## src/rtl/freq_meter_pkg.sv

```systemverilog
// Shared types and constants for the gated frequency meter.
// Optional duty-cycle measurement is enabled by the FREQ_METER_DUTY_EN macro.
package freq_meter_pkg;

    typedef enum logic [1:0] {
        FM_IDLE    = 2'd0,
        FM_MEASURE = 2'd1,
        FM_DONE    = 2'd2
    } fm_state_t;

    localparam int SYNC_STAGES = 2;

endpackage

```

## src/rtl/freq_meter_if.sv

```systemverilog
// Measurement request/result bundle between a controller (master) and freq_meter (slave).
// high_count exists only when FREQ_METER_DUTY_EN is defined.
interface freq_meter_if #(
    parameter int CNT_W = 16
);
    // start is a level sampled only while the meter is idle; done is a one-cycle
    // strobe, and the result fields are valid from that cycle until the next accepted start.
    logic             clk_in;
    logic             start;
    logic             busy;
    logic             done;
    logic [CNT_W-1:0] edge_count;
    logic             overflow;
`ifdef FREQ_METER_DUTY_EN
    logic [CNT_W-1:0] high_count;

    modport master (output clk_in, start, input busy, done, edge_count, overflow, high_count);
    modport slave  (input clk_in, start, output busy, done, edge_count, overflow, high_count);
`else
    modport master (output clk_in, start, input busy, done, edge_count, overflow);
    modport slave  (input clk_in, start, output busy, done, edge_count, overflow);
`endif

endinterface

```

## src/rtl/freq_meter_sync_rise_det.sv

```systemverilog
// Multi-flop synchroniser followed by a registered previous value for rise detection.
// Reusable by any block that needs edges of an asynchronous or divider-derived clock.
module sync_rise_det
    import freq_meter_pkg::*;
(
    input  logic clk,
    input  logic rst,
    input  logic d,
    output logic q_sync,
    output logic rise
);

    logic [SYNC_STAGES-1:0] r_sync;
    logic                   r_prev;

    always_ff @(posedge clk) begin
        if (rst) begin
            r_sync <= '0;
            r_prev <= 1'b0;
        end else begin
            r_sync <= {r_sync[SYNC_STAGES-2:0], d};
            r_prev <= r_sync[SYNC_STAGES-1];
        end
    end

    assign q_sync = r_sync[SYNC_STAGES-1];
    assign rise   = q_sync & ~r_prev;

endmodule

```

## src/rtl/freq_meter.sv

```systemverilog
// Gated frequency counter: counts rises of bus.clk_in over GATE_CYCLES clk cycles.
// Define FREQ_METER_DUTY_EN to also count clk cycles with clk_in high (high_count).
module freq_meter
    import freq_meter_pkg::*;
#(
    parameter int GATE_CYCLES = 1024,
    parameter int CNT_W       = 16
) (
    input  logic          clk,
    input  logic          rst,
    freq_meter_if.slave   bus,
    output fm_state_t     o_dbg_state
);

    localparam int                GATE_W    = $clog2(GATE_CYCLES);
    localparam logic [GATE_W-1:0] GATE_LAST = GATE_W'(GATE_CYCLES - 1);
    localparam logic [CNT_W-1:0]  CNT_MAX   = '1;

    fm_state_t         r_state;
    logic [GATE_W-1:0] r_gate;
    logic              r_busy;
    logic              r_done;
    logic [CNT_W-1:0]  r_edge;
    logic              r_ovf;
    logic              w_rise;
`ifdef FREQ_METER_DUTY_EN
    logic              w_sync;
    logic [CNT_W-1:0]  r_high;
`else
    logic              w_unused_sync;
`endif

    sync_rise_det u_sync (
        .clk    (clk),
        .rst    (rst),
        .d      (bus.clk_in),
`ifdef FREQ_METER_DUTY_EN
        .q_sync (w_sync),
`else
        .q_sync (w_unused_sync),
`endif
        .rise   (w_rise)
    );

    always_ff @(posedge clk) begin
        if (rst) begin
            r_state <= FM_IDLE;
            r_gate  <= '0;
            r_busy  <= 1'b0;
            r_done  <= 1'b0;
            r_edge  <= '0;
            r_ovf   <= 1'b0;
`ifdef FREQ_METER_DUTY_EN
            r_high  <= '0;
`endif
        end else begin
            case (r_state)
                FM_IDLE: begin
                    r_done <= 1'b0;
                    if (bus.start) begin
                        r_state <= FM_MEASURE;
                        r_busy  <= 1'b1;
                        r_gate  <= '0;
                        r_edge  <= '0;
                        r_ovf   <= 1'b0;
`ifdef FREQ_METER_DUTY_EN
                        r_high  <= '0;
`endif
                    end
                end
                FM_MEASURE: begin
                    r_gate <= r_gate + 1'b1;
                    // Saturating counters; an increment lost at the ceiling marks overflow.
                    if (w_rise) begin
                        if (r_edge == CNT_MAX) r_ovf  <= 1'b1;
                        else                   r_edge <= r_edge + 1'b1;
                    end
`ifdef FREQ_METER_DUTY_EN
                    if (w_sync) begin
                        if (r_high == CNT_MAX) r_ovf  <= 1'b1;
                        else                   r_high <= r_high + 1'b1;
                    end
`endif
                    if (r_gate == GATE_LAST) begin
                        r_state <= FM_DONE;
                        r_busy  <= 1'b0;
                        r_done  <= 1'b1;
                    end
                end
                FM_DONE: begin
                    r_done  <= 1'b0;
                    r_state <= FM_IDLE;
                end
                default: begin
                    r_state <= FM_IDLE;
                    r_busy  <= 1'b0;
                    r_done  <= 1'b0;
                end
            endcase
        end
    end

    assign bus.busy       = r_busy;
    assign bus.done       = r_done;
    assign bus.edge_count = r_edge;
    assign bus.overflow   = r_ovf;
`ifdef FREQ_METER_DUTY_EN
    assign bus.high_count = r_high;
`endif
    assign o_dbg_state    = r_state;

endmodule

```

## src/flat_wrapper.sv

```systemverilog
// flat-port wrapper written by rule: the top's interface ports become plain ports
module freq_meter_flat import freq_meter_pkg::*;
#(
    parameter int GATE_CYCLES = 1024,
    parameter int CNT_W       = 16
)
  (clk, rst, o_dbg_state, bus_clk_in, bus_start, bus_busy, bus_done, bus_edge_count, bus_overflow);
  freq_meter_if #(.CNT_W(CNT_W)) bus_i ();
  input  logic clk;
  input  logic rst;
  output fm_state_t o_dbg_state;
  input wire logic [$bits(bus_i.clk_in)-1:0] bus_clk_in;
  input wire logic [$bits(bus_i.start)-1:0] bus_start;
  output wire logic [$bits(bus_i.busy)-1:0] bus_busy;
  output wire logic [$bits(bus_i.done)-1:0] bus_done;
  output wire logic [$bits(bus_i.edge_count)-1:0] bus_edge_count;
  output wire logic [$bits(bus_i.overflow)-1:0] bus_overflow;
  assign bus_i.clk_in = bus_clk_in;
  assign bus_i.start = bus_start;
  assign bus_busy = bus_i.busy;
  assign bus_done = bus_i.done;
  assign bus_edge_count = bus_i.edge_count;
  assign bus_overflow = bus_i.overflow;
  freq_meter #(.GATE_CYCLES(GATE_CYCLES), .CNT_W(CNT_W)) u_core (.clk(clk), .rst(rst), .bus(bus_i), .o_dbg_state(o_dbg_state));
endmodule
```

## config.mk

```make
export PLATFORM = sky130hd
export DESIGN_NAME = freq_meter_flat
export DESIGN_NICKNAME = d
export VERILOG_FILES = /design/src/rtl/freq_meter_pkg.sv /design/src/rtl/freq_meter_if.sv /design/src/rtl/freq_meter_sync_rise_det.sv /design/src/rtl/freq_meter.sv /design/src/flat_wrapper.sv
export SDC_FILE = /design/constraint.sdc
export NUM_CORES = 1
export LEC_CHECK = 0
export CORE_MARGIN = 4
export CORE_UTILIZATION = 25
export DETAILED_ROUTE_END_ITERATION = 6
export PLACE_DENSITY = 0.45
export SLEW_MARGIN = 20
export SYNTH_ARGS = -nofsm -noshare
export SYNTH_HDL_FRONTEND = slang
export SYNTH_SLANG_ARGS = --single-unit
```

## constraint.sdc

```tcl
create_clock -name clk -period 1.9 [get_ports clk]
set_input_delay 0.38 -clock clk [delete_from_list [all_inputs] [get_ports clk]]
set_output_delay 0.38 -clock clk [all_outputs]
set_load 0.05 [all_outputs]
```

Word level (Yosys, flattened, before mapping)

Cells that the tools add are included.

Flip-flop bits (word level): 34
Output and inout bits: 21
Logic and storage cells: 47

$add $sub $neg: 2
Equality and inequality tests: 9
Multiplexer cells: 16
Bitwise logic cells: 4
Reduce and logical (&&, ||, !) cells: 8

Operators with widths:

| kind                                                 | count |
|---|---|
| two-way mux 16 bit                                   | 3 |
| one-hot mux 16 bit (2 select lines)                  | 1 |
| one-hot mux 10 bit (2 select lines)                  | 1 |
| adder 16 x 1 -> 16 bit (second input constant)       | 1 |
| equality test 16 bit (second input constant)         | 1 |
| adder 10 x 1 -> 10 bit (second input constant)       | 1 |
| equality test 10 bit (second input constant)         | 1 |
| two-way mux 10 bit                                   | 1 |
| AND reduction 4 bit                                  | 2 |
| != test 2 bit (second input constant)                | 3 |
| two-way mux 1 bit                                    | 5 |
| two-way mux 2 bit                                    | 2 |
| != test 2 x 1 -> 1 bit (second input constant)       | 2 |
| one-hot mux 2 bit (2 select lines)                   | 1 |
| AND reduction 2 bit                                  | 2 |
| inverter 1 bit                                       | 3 |
| one-hot mux 1 bit (3 select lines)                   | 1 |
| AND reduction 3 bit                                  | 1 |
| equality test 2 x 1 -> 1 bit (second input constant) | 1 |
| equality test 2 bit (second input constant)          | 1 |
| logical NOT 2 bit                                    | 1 |
| one-hot mux 1 bit (2 select lines)                   | 1 |
| nonzero test 2 bit                                   | 1 |
| OR reduction 2 bit                                   | 1 |
| AND 1 bit                                            | 1 |

Depth between registers and ports, before layout

Word-level depth: 4
Gate-level depth with buffers: 6
Gate-level depth less buffers: 5

Modules after synthesis

A second synthesis with hierarchy kept.

Cell total of the unflattened synthesis: 204
Area, all modules: 1704.1 µm²

By module, submodules not included:

| module        | times used | cells an instance | area each (µm²) | sequential area each (µm²) |
|---|---|---|---|---|
| freq_meter    | 1          | 197               | 1616.6          | 620.6 |
| sync_rise_det | 1          | 7                 | 87.6            | 60.1 |

Worst setup path before layout

OpenSTA, ideal clock, no wires.

Path type: reg2reg
Start point: register u_core.r_edge[0] (netlist: u_core.bus.edge_count[0])
End point: register u_core.r_edge[11] (netlist: u_core.bus.edge_count[11])
Setup time: 0.119 ns
Arrival: 2.128 ns
Data required time: 1.781 ns
Slack: -0.347 ns
Stages on the path, launching flop included: 7
Buffers on the path: 1
Path through: dfxtp_1 ha_1 clkbuf_1 nand3_1 nor4_2 a211oi_1 o221a_2

Word-level cells in the longest chain between the ends: 4
Elaborated cells on any way between the ends: 7
Those cells by class: add/sub: 1; eq/ne: 2; mux: 3; reduce/logical: 1

RTL lines:

| item                                | line             | text |
|---|---|---|
| from (decl)                         | freq_meter.sv:23 | `logic [CNT_W-1:0] r_edge;` |
| from (signal assigned)              | freq_meter.sv:76 | `else r_edge <= r_edge + 1'b1;` |
| adder 16 x 1 -> 16 bit              | freq_meter.sv:76 |  |
| two-way mux 16 bit                  | freq_meter.sv:75 | `if (r_edge == CNT_MAX) r_ovf <= 1'b1;` |
| two-way mux 16 bit                  | freq_meter.sv:74 | `if (w_rise) begin` |
| one-hot mux 16 bit (2 select lines) | freq_meter.sv:57 | `case (r_state)` |

Parallel ways exist; a longest one is shown, timed or not. The select of a mux whose other input is x is not followed.
A chain may end at the register's enable or synchronous reset.

Worst setup path in the final report

Start point: register u_core.r_done (netlist: u_core.bus.done)
End point: output port bus_done

RTL lines:

| item                   | line               | text |
|---|---|---|
| from (decl)            | freq_meter.sv:22   | `logic r_done;` |
| from (signal assigned) | freq_meter.sv:50   | `r_done <= 1'b0;` |
| from (signal assigned) | freq_meter.sv:59   | `r_done <= 1'b0;` |
| from (signal assigned) | freq_meter.sv:87   | `r_done <= 1'b1;` |
| to (decl)              | flat_wrapper.sv:15 | `output wire logic [$bits(bus_i.done)-1:0] bus_done;` |

No word-level cell between the ends.

==> results.yml <==
critical_path:
  slowest_delay_ns: 0.80
  path_buf_inv: 1
  worstSetupPathType: "reg -> out"
  startpoint: "u_core.bus.done"
  cp_cell_sequence: "clkdlybuf4s50_1"
  rr_startpoint: "u_core.bus.edge_count[6]"
  cp-end-kind: "output port"
  cp_top_family: "buffers and inverters"
  cp_slowest_cell: "clkdlybuf4s50_1"
  critPathArrivalTime_ns: 1.42
  startpoint_type: "register"
  required_ns: 1.52
  path_max_fanout: 2
clock_tree:
  htreeDepth: 2
  cts_buffers: 5
  cts_tree: "built"
  clk_pin_slew_worst_paths_ns: 0.08
  cts.repair.resized: 0
  clock_latency_ns: 0.29
  clock-root-buffer: "clkbuf_8"
  cts_sinks: 34
  cts_buffer_depth: 2
  cts_setup_buffers: 0
  cts_hold_buffers: 0
grt:
  grt-busiest-layer: "met1"
  grt_pass1_vias: 1610
  grt_use_met3_pct: 2.84
  grt_util_all_layers_pct: 12.6
  grt_max_degree: 21
  antenna_found_initial: 0
  grt.overflow.total: 0
  grt_pass1_wl_um: 8690
  use_met2_pct: 17.6
  grtUsageMet1_pct: 18.8
logic_synthesis:
  synth_area_leaders: "dfxtp_1 38%, a21oi_1 4.2%, or4_1 3.3%, nand2_1 3.1%, o211ai_1 2.9%"
  seq_area_frac_synth_pct: 37.8
  synth_simple_gate_area_share_pct: 34.6
  synth_top_family_by_area: "simple AND/OR/NAND/NOR gates"
  synth_compound_area_share_pct: 19.6
  ys.warnings.count: 0
  synth_cell_types: 50
  synth_flop_cell: "dfxtp_1"
  synth_fa_ha_area_share_pct: 1.39
  synth_top_cell_area_share_pct: 37.8
  synth_xor_area_share_pct: 0
  synthArstFlopShare_pct: 0
  synth_area_um2: 1800
  avgSynthCellArea_um2: 8.80
  synthMuxAreaShare_pct: 3.54
  synth_edf_count: 0
  synth_fp_nets: 211
  synth_seq_cells: 34
  synthCells: 205
  yosys.area.top_type: "dfxtp_1"
cells_and_area:
  area_growth_syn_to_layout_pct: 33.2
  num_antenna_cells: 0
  final_area_um2: 2400
  final_common_cell: "buf_4"
  final_cell_mix: "40 x buf_4, 18 x dfxtp_1, 15 x a21oi_1, 15 x nand2_1"
  fin_nets: 253
  drive_gt1_share_pct: 31.5
status:
  status: "finished clean"
floorplan:
  start_util_pct: 26.1
  die_area_um2: 8640
  num_rows: 30
  die_y_um: 92.9
  dieWidth_um: 92.9
  io_pins: 25
  fp.coreArea_um2: 6910
detailed_routing:
  via_per_inst: 5.07
  wl_um: 5060
  firstDrtPassIters: 4
  vias: 1744
  drt-initial-drc-count: 126
  drc: 0
  antenna_left: 0
  wl_per_cell_um: 14.7
timing:
  fin_skew_ns: 0.00528
  slew_violations: 0
  period_minus_slack_ns: 1.80
  rsz0062_at_grt: "no"
  setup_violations: 0
  tightest_slew_ns: 0.494
  finalCritPeriodShare_pct: 94.8
  hold_viol_final: 0
  max_freq_ghz: 0.555
  relSlewSlack_pct: 67.0
pwr:
  power.total_uw: 1430
  power.switching_fraction_pct: 25.4
  power.share.clock_pct: 40.3
  power.static_leakage_uw: 0.000911
  internal_power_uw: 1070
  p_per_area_nw_per_um2: 595
  p_switching_uw: 363
  power_frac_comb_pct: 9.1
  sequentialPowerShare_pct: 50.6
  ir_worst_vdd_mv: 0.255
placed_design:
  dp_hpwl_um: 3750
  gp_congestion: 0.801
  postPlaceCellArea_um2: 2310
  io_buffers: 24
job:
  drv_cap: 0
worst_hold_path:
  hold_class: "reg -> reg"
  min_from: "u_core.u_sync.r_sync[0]"
state kept, by name (all words and copies together) (netlist names):
| name | flops |
|---|---|
| u_core.u_sync.r_prev | 1 |
| u_core.bus.overflow | 1 |
| u_core.u_sync.r_sync | 2 |
| u_core.bus.edge_count | 16 |
| u_core.o_dbg_state | 2 |
| u_core.bus.done | 1 |
| u_core.bus.busy | 1 |
| u_core.r_gate | 10 |
cell usage after synthesis, types with 4 or more instances:
cell,count
dfxtp_1,34
a21oi_1,15
nand2_1,15
nor2_1,13
clkbuf_1,10
nand3_1,10
nand4_1,8
or4_1,8
o211ai_1,7
and4_1,6
inv_1,4
nor2b_1,4
o21ai_0,4
power groups by stage:
stage	clock network (µW)	logic, µW	registers [µW]
after floorplan	0	52.3	754
after global placement	0	132	741
after detailed placement	0	131	741
after CTS	596	131	724
after global routing	640	142	725
final	576	130	724
routing by layer:
metal  vias up  part of all wire [%]
li1        885                     -
met1       829                    53
met2        25                    43
met3         5                   3.0
met4         0                   1.3
met5         -                     0
cell type report:
| cell class | count | area (µm²) |
|---|---|---|
| well taps | 96 | 120 |
| clock inverters | 2 | 11.3 |
| inverters | 4 | 15.0 |
| flip-flops and latches | 34 | 708 |
| fillers | 760 | 4500 |
| repair buffers | 46 | 380 |
| multi-input cells | 156 | 1080 |
| clock buffers | 6 | 82.6 |
metrics by stage:
stage / setup WS (ns) / utilization [%] / TNS (ns) / std cells / hold slack (ns)
2_1_floorplan: 0.00920 / - / 0 / 205 / 0.414
3_3_place_gp: -0.125 / 33.4 / -0.317 / 336 / 0.418
3_5_place_dp: -0.130 / 33.4 / -0.406 / 336 / 0.433
4_1_cts: 0.0780 / 34.8 / 0 / 344 / 0.451
5_1_grt: 0.0246 / 34.8 / 0 / 344 / 0.475
6_report: 0.0996 / 34.8 / 0 / 344 / 0.446
path summary, 6_finish.rpt:
| path | depth (start not counted) | endpoint | slack, ns |
|---|---|---|---|
| max | 1 | bus_done | 0.1 |
| min | 1 | u_core.u_sync.r_sync[1] | 0.45 |
| max reg2reg | 4 | u_core.bus.edge_count[15] | 0.14 |
| min reg2reg | 1 | u_core.u_sync.r_sync[1] | 0.45 |
kinds of logic after synthesis:
| family | after synthesis |
|---|---|
| and+or+nand+nor | 98 |
| AOI/OAI and AO/OA | 50 |
| DFF | 34 |
| buffers and inverters | 15 |
| muxes | 6 |
| adders and majority gates | 2 |
Note: power is estimated with default switching activity, not from simulation.
==> patch 1 (same flow settings) <==
Make the reset (`rst`) asynchronous in 2 clocked blocks.
--- a/src/rtl/freq_meter_sync_rise_det.sv
+++ b/src/rtl/freq_meter_sync_rise_det.sv
@@ -13,7 +13,7 @@
     logic [SYNC_STAGES-1:0] r_sync;
     logic                   r_prev;
 
-    always_ff @(posedge clk) begin
+    always_ff @(posedge clk or posedge rst) begin
         if (rst) begin
             r_sync <= '0;
             r_prev <= 1'b0;
--- a/src/rtl/freq_meter.sv
+++ b/src/rtl/freq_meter.sv
@@ -42,7 +42,7 @@
         .rise   (w_rise)
     );
 
-    always_ff @(posedge clk) begin
+    always_ff @(posedge clk or posedge rst) begin
         if (rst) begin
             r_state <= FM_IDLE;
             r_gate  <= '0;
Function: differs if rst is asserted again (counterexample within 4 cycles, from zero or initial values and one cycle with rst high); with rst held inactive, the same outputs for 10 cycles.
==> patch 1 against the original RTL <==
  * Worst setup slack got worse by 0.028 ns
  * Register-to-register slack got worse by 0.07 ns
  * Critical endpoint is now u_core.bus.edge_count[7]$_DFFE_PP0P_
  * Routed wire length decreased by 5.6%
  * Critical path depth increased by 4
  * Area after synthesis decreased by 1.3%
  * Sequential cell count unchanged
  * Design area increased by 2.1%
  * Non-clock buffer count increased by 10
Power is not compared: it rests on default switching activity, and its combinational part moved more than twofold at a synthesized area within 25%.
==> patch 1: results (changes against the original RTL) <==
Remaining Overflow, GRT 0 (unchanged); DRT iter0 DRCs 64 (-49%); Largest register FFs 16 (unchanged); top post-synthesis cells by count 34 x dfrtp_1, 18 x nand2_1, 15 x nor2_1, 13 x o21ai_0, 10 x nand3_1; Worst R2R Start u_core.bus.edge_count[1]$_DFFE_PP0P_; Clock Path Buffers 2 (unchanged); max_slew headroom 68.3% (+1.3 points); Routed WL per cell 14.3 um (-3.1%); fraction of final layout cells sized beyond drive strength 1 35.1% (+3.7 points); antenna cells 0 (unchanged); CTS H-tree depth 2 (unchanged); slowest cell on the critical path or4_4; Data arrival, critical path 2.00 ns (+0.58 ns); register area share after synthesis 47.8% (+10 points); final HPWL from detailed placement 3.47 mm (-7.3%); post-placement cell area 2330 sq um (+0.92%); largest net degree at the start of global routing 35 (+67%); clock-pin transition on the worst setup and hold timing paths 0.07 ns; Peak VDD IR 0.000286 V; Total GRT Usage 11.9% (-0.66 points); vias in the first global route 1553 (-3.5%); Min-Delay Path Class flop to flop; Yosys warnings 0 (unchanged); top post-synthesis cells by area dfrtp_1 48%, and4_1 4.4%, nand2_1 3.8%; slowest stage delay, CP 0.58 ns (-0.22 ns); cts repair resizes 0 (unchanged); syn_nets 188 (-11%); Netlist cell types 43 (-14%); hold_sp u_core.u_sync.r_sync[0]$_DFF_PP0_; GP Congestion 0.722 (-9.8%); FFs w/ async S/R, synth 100% (+100 points); fill count 720 (-5.3%); outcome complete, no violations; first-pass GRT wire length 8.11 mm (-6.7%); critical path type flop to flop; Clock Skew 0.00489 ns (-0.000395 ns); Nets 244 (-3.6%); Max FO, Critical Path 9 (+7); Vias/cell 4.83 (-4.8%)
## patch 1: cell count changes in the layout (fill, tap and decap cells not counted), moves of 6 or more
cell      change
a21oi_1      -14
a221o_1       +6
buf_4        +13
dfrtp_1      +20
dfrtp_2      +14
dfxtp_1      -18
dfxtp_2      -13
o211ai_1      -6
o21ai_0       +9
or4_1         -7
## patch 1: power by group
group	total (uW)	switching (uW)	internal [uW]	leakage, uW
combinational	690	408	282	0.000629
sequential	1020	165	852	0.000420
clock	700	272	428	0.0000585
total	2410	845	1560	0.00111
## patch 1: critical path: cells and delay by family (launching register included)
| kind | cells | cell delay (ns) |
|---|---|---|
| compound gates | 1 | 0.25 |
| fa+ha+maj | 1 | 0.15 |
| flops | 1 | 0.39 |
| simple gates | 3 | 0.92 |
## patch 1: stage by stage
step	TNS (ns)	utilization, %	std cells	setup slack (ns)
after floorplan	-1.84	-	182	-0.187
after global placement	0	33.9	326	0.0208
after detailed placement	0	33.9	326	0.0325
after CTS	0	35.6	334	0.0223
after global routing	-0.000361	35.7	335	-0.000361
final	0	35.7	335	0.0718
## patch 1: area by class of cell
cell class	count	area [sq um]	share of cell area, %
inverter	6	22.5	0.918
tap	96	120	4.90
clock inverter	1	30.0	1.22
multi-input combinational	135	898	36.6
sequential	34	868	35.4
timing repair buffer	56	428	17.4
clock buffer	7	86.3	3.52
## patch 1: what timing repair did
item	CTS	global route
endpoints found under the setup margin	0	10
setup buffers	0	1
hold endpoints to repair	0	0
## patch 1: path summary, 6_finish.rpt
path                                                             end  cells after the start  slack, ns
worst max-delay path            u_core.bus.edge_count[7]$_DFFE_PP0P_                      5       0.07
worst min-delay path               u_core.u_sync.r_sync[1]$_DFF_PP0_                      0       0.35
worst min register to register     u_core.u_sync.r_sync[1]$_DFF_PP0_                      0       0.35
worst max register to register  u_core.bus.edge_count[7]$_DFFE_PP0P_                      5       0.07
max in group asynchronous       u_core.bus.edge_count[1]$_DFFE_PP0P_                      3       1.05
min in group asynchronous                u_core.bus.busy$_DFFE_PP0P_                      3       0.50
## patch 1: metal layers
layer	wire length, um	vias up	global-route usage, %
met5	0	-	0
met4	78	0	4.58
met3	120	5	2.03
met2	2020	27	17.0
met1	2560	781	17.9
li1	-	804	-
## patch 1: kinds of logic (layout without fill, tap and decap cells)
group                      count (synthesis)  in the layout  share of synthesized area (%)
and+or+nand+nor                           88             88                           27.4
DFF                                       34             34                           47.8
adders and majority gates                  2              2                           1.41
buffers and inverters                     13             70                           3.73
xor gates and xnor gates                   4              4                           1.97
muxes                                      3              3                           1.76
AOI/OAI and AO/OA                         38             38                           15.9
==> patch 2 (same flow settings) <==
Made on the original files. `CNT_W` is set to 16 in 3 places; all go to 14.
--- a/src/rtl/freq_meter_if.sv
+++ b/src/rtl/freq_meter_if.sv
@@ -1,7 +1,7 @@
 // Measurement request/result bundle between a controller (master) and freq_meter (slave).
 // high_count exists only when FREQ_METER_DUTY_EN is defined.
 interface freq_meter_if #(
-    parameter int CNT_W = 16
+    parameter int CNT_W = 14
 );
     // start is a level sampled only while the meter is idle; done is a one-cycle
     // strobe, and the result fields are valid from that cycle until the next accepted start.
--- a/src/rtl/freq_meter.sv
+++ b/src/rtl/freq_meter.sv
@@ -4,7 +4,7 @@
     import freq_meter_pkg::*;
 #(
     parameter int GATE_CYCLES = 1024,
-    parameter int CNT_W       = 16
+    parameter int CNT_W       = 14
 ) (
     input  logic          clk,
     input  logic          rst,
--- a/src/flat_wrapper.sv
+++ b/src/flat_wrapper.sv
@@ -2,7 +2,7 @@
 module freq_meter_flat import freq_meter_pkg::*;
 #(
     parameter int GATE_CYCLES = 1024,
-    parameter int CNT_W       = 16
+    parameter int CNT_W       = 14
 )
   (clk, rst, o_dbg_state, bus_clk_in, bus_start, bus_busy, bus_done, bus_edge_count, bus_overflow);
   freq_meter_if #(.CNT_W(CNT_W)) bus_i ();
Interface: changed (resized bus_edge_count); port bits go from 25 to 23. The function was not compared with the original's and may differ.
==> patch 2 against the original RTL <==
  * Sequential power is 4.7% lower
  * Critical path depth unchanged
  * Design area fell by 11%
  * Routed wire length decreased by 14%
  * Area after synthesis shrank 9.0%
  * Sequential cell count decreased by 2
  * Clock power fell by 1%
  * Clock skew is 0.0036 ns higher
  * Via count decreased by 13%
  * Hold slack improved by 0.0018 ns
  * Power down 2.2%
  * Global-route usage down 0.94 points
  * First-iteration DRC count decreased by 32%
  * Worst setup slack worse by 0.016 ns
  * Largest power group unchanged
  * Largest cell class unchanged
  * Critical path type unchanged
==> patch 2: results (changes against the original RTL) <==
Total GRT Usage 11.7% (-0.94 points); FF/Latch Area 641 sq um (-9.5%); Peak VDD IR 0.000229 V (-10%); Largest register FFs 14 (-2); Port Buffers 22 (-8.3%); fraction of final layout cells sized beyond drive strength 1 25.1% (-6.3 points); clock-cell share of area 4.59% (+0.68 points); Multi-In Gates 152 (-2.6%); register area share after synthesis 39.1% (+1.3 points); Clock power frac 40.8% (+0.5 points); switching power 365 uW (+0.59%); Leakage 0.000797 uW (-13%); buffers outside the clock class 39 (-15%); syn_nets 200 (-5.2%); Netlist cell types 49 (-2.0%); Routed WL per cell 13.9 um (-5.7%); top post-synthesis cells by count 32 x dfxtp_1, 31 x nor2_1, 17 x nand2_1, 15 x a21oi_1, 10 x nand3_1; EDFF count, synth 0 (unchanged); CTS H-tree depth 2 (unchanged); GP Congestion 0.813 (+1.5%); DRT iter0 DRCs 86 (-32%); outcome complete, no violations; wire length on met1 2.32 mm (-13%); top post-synthesis cells by area dfxtp_1 39%, nor2_1 7.1%, a21oi_1 4.6%; FFs w/ async S/R, synth 0% (unchanged); Power, Total 1400 uW (-2.2%); final HPWL from detailed placement 3.24 mm (-14%); Nets 240 (-5.1%); first-pass GRT wire length 7.21 mm (-17%); Clock Path Buffers 2 (unchanged); met3 WL post-DR 154 um (+1.3%); fill count 684 (-10%); Clock Skew 0.00893 ns (+0.00365 ns); worst slew pin tran 0.491 ns (-0.00261 ns); multi-input logic area 948 sq um (-13%); WL met2 1.79 mm (-18%); vias in the first global route 1431 (-11%); num sequential 32 (-5.9%); antenna cells 0 (unchanged); Non-clock buffer share 15.5% (-0.31 points); vias 1519 (-13%); initial antenna violation count 0 (unchanged); Data arrival, critical path 1.44 ns (+0.02 ns)
-- patch 2: cell count changes after synthesis, sizes merged, moves of 5 or more --
cell,before,now
o211ai,7,2
clkbuf,10,2
nor2,13,33
or4,8,0
-- patch 2: final timing paths --
| check | startpoint | to | slack [ns] | cells after the start |
|---|---|---|---|---|
| setup / recovery | u_core.bus.overflow$_SDFFE_PP0P_ | bus_overflow | 0.08 | 1 |
| hold / removal | u_core.u_sync.r_sync[0]$_SDFF_PP0_ | u_core.u_sync.r_sync[1]$_SDFF_PP0_ | 0.45 | 1 |
| setup reg to reg | u_core.bus.edge_count[3]$_SDFFE_PP0P_ | u_core.bus.edge_count[13]$_SDFFE_PP0P_ | 0.25 | 4 |
| hold reg to reg | u_core.u_sync.r_sync[0]$_SDFF_PP0_ | u_core.u_sync.r_sync[1]$_SDFF_PP0_ | 0.45 | 1 |
-- patch 2: through the flow --
step	instance area [sq um]	setup WS (ns)	TNS, ns	instances
5_1_grt	2130	0.0148	0	312
2_1_floorplan	1640	0.0408	0	194
4_1_cts	2130	0.0572	0	312
6_report	2130	0.0833	0	312
3_3_place_gp	2030	-0.0110	-0.0110	304
3_5_place_dp	2030	-0.0188	-0.0250	304
-- patch 2: per-layer routing --
layer | vias to the layer above | track usage (%)
li1 | 780 | -
met1 | 705 | 16.8
met2 | 28 | 17.3
met3 | 6 | 2.58
met4 | 0 | 3.65
met5 | - | 0
-- patch 2: cells by family (layout without fill, tap and decap cells) --
kind of cell	count (synthesis)	count (layout)	share of synthesized area [%]
flip-flops	32	32	39.1
AND/OR/NAND/NOR	99	99	33.5
multiplexers	7	7	4.65
adder cells (fa/ha/maj)	2	2	1.53
buffers and inverters	10	51	3.13
AO/OA/AOI/OAI	44	44	18.2
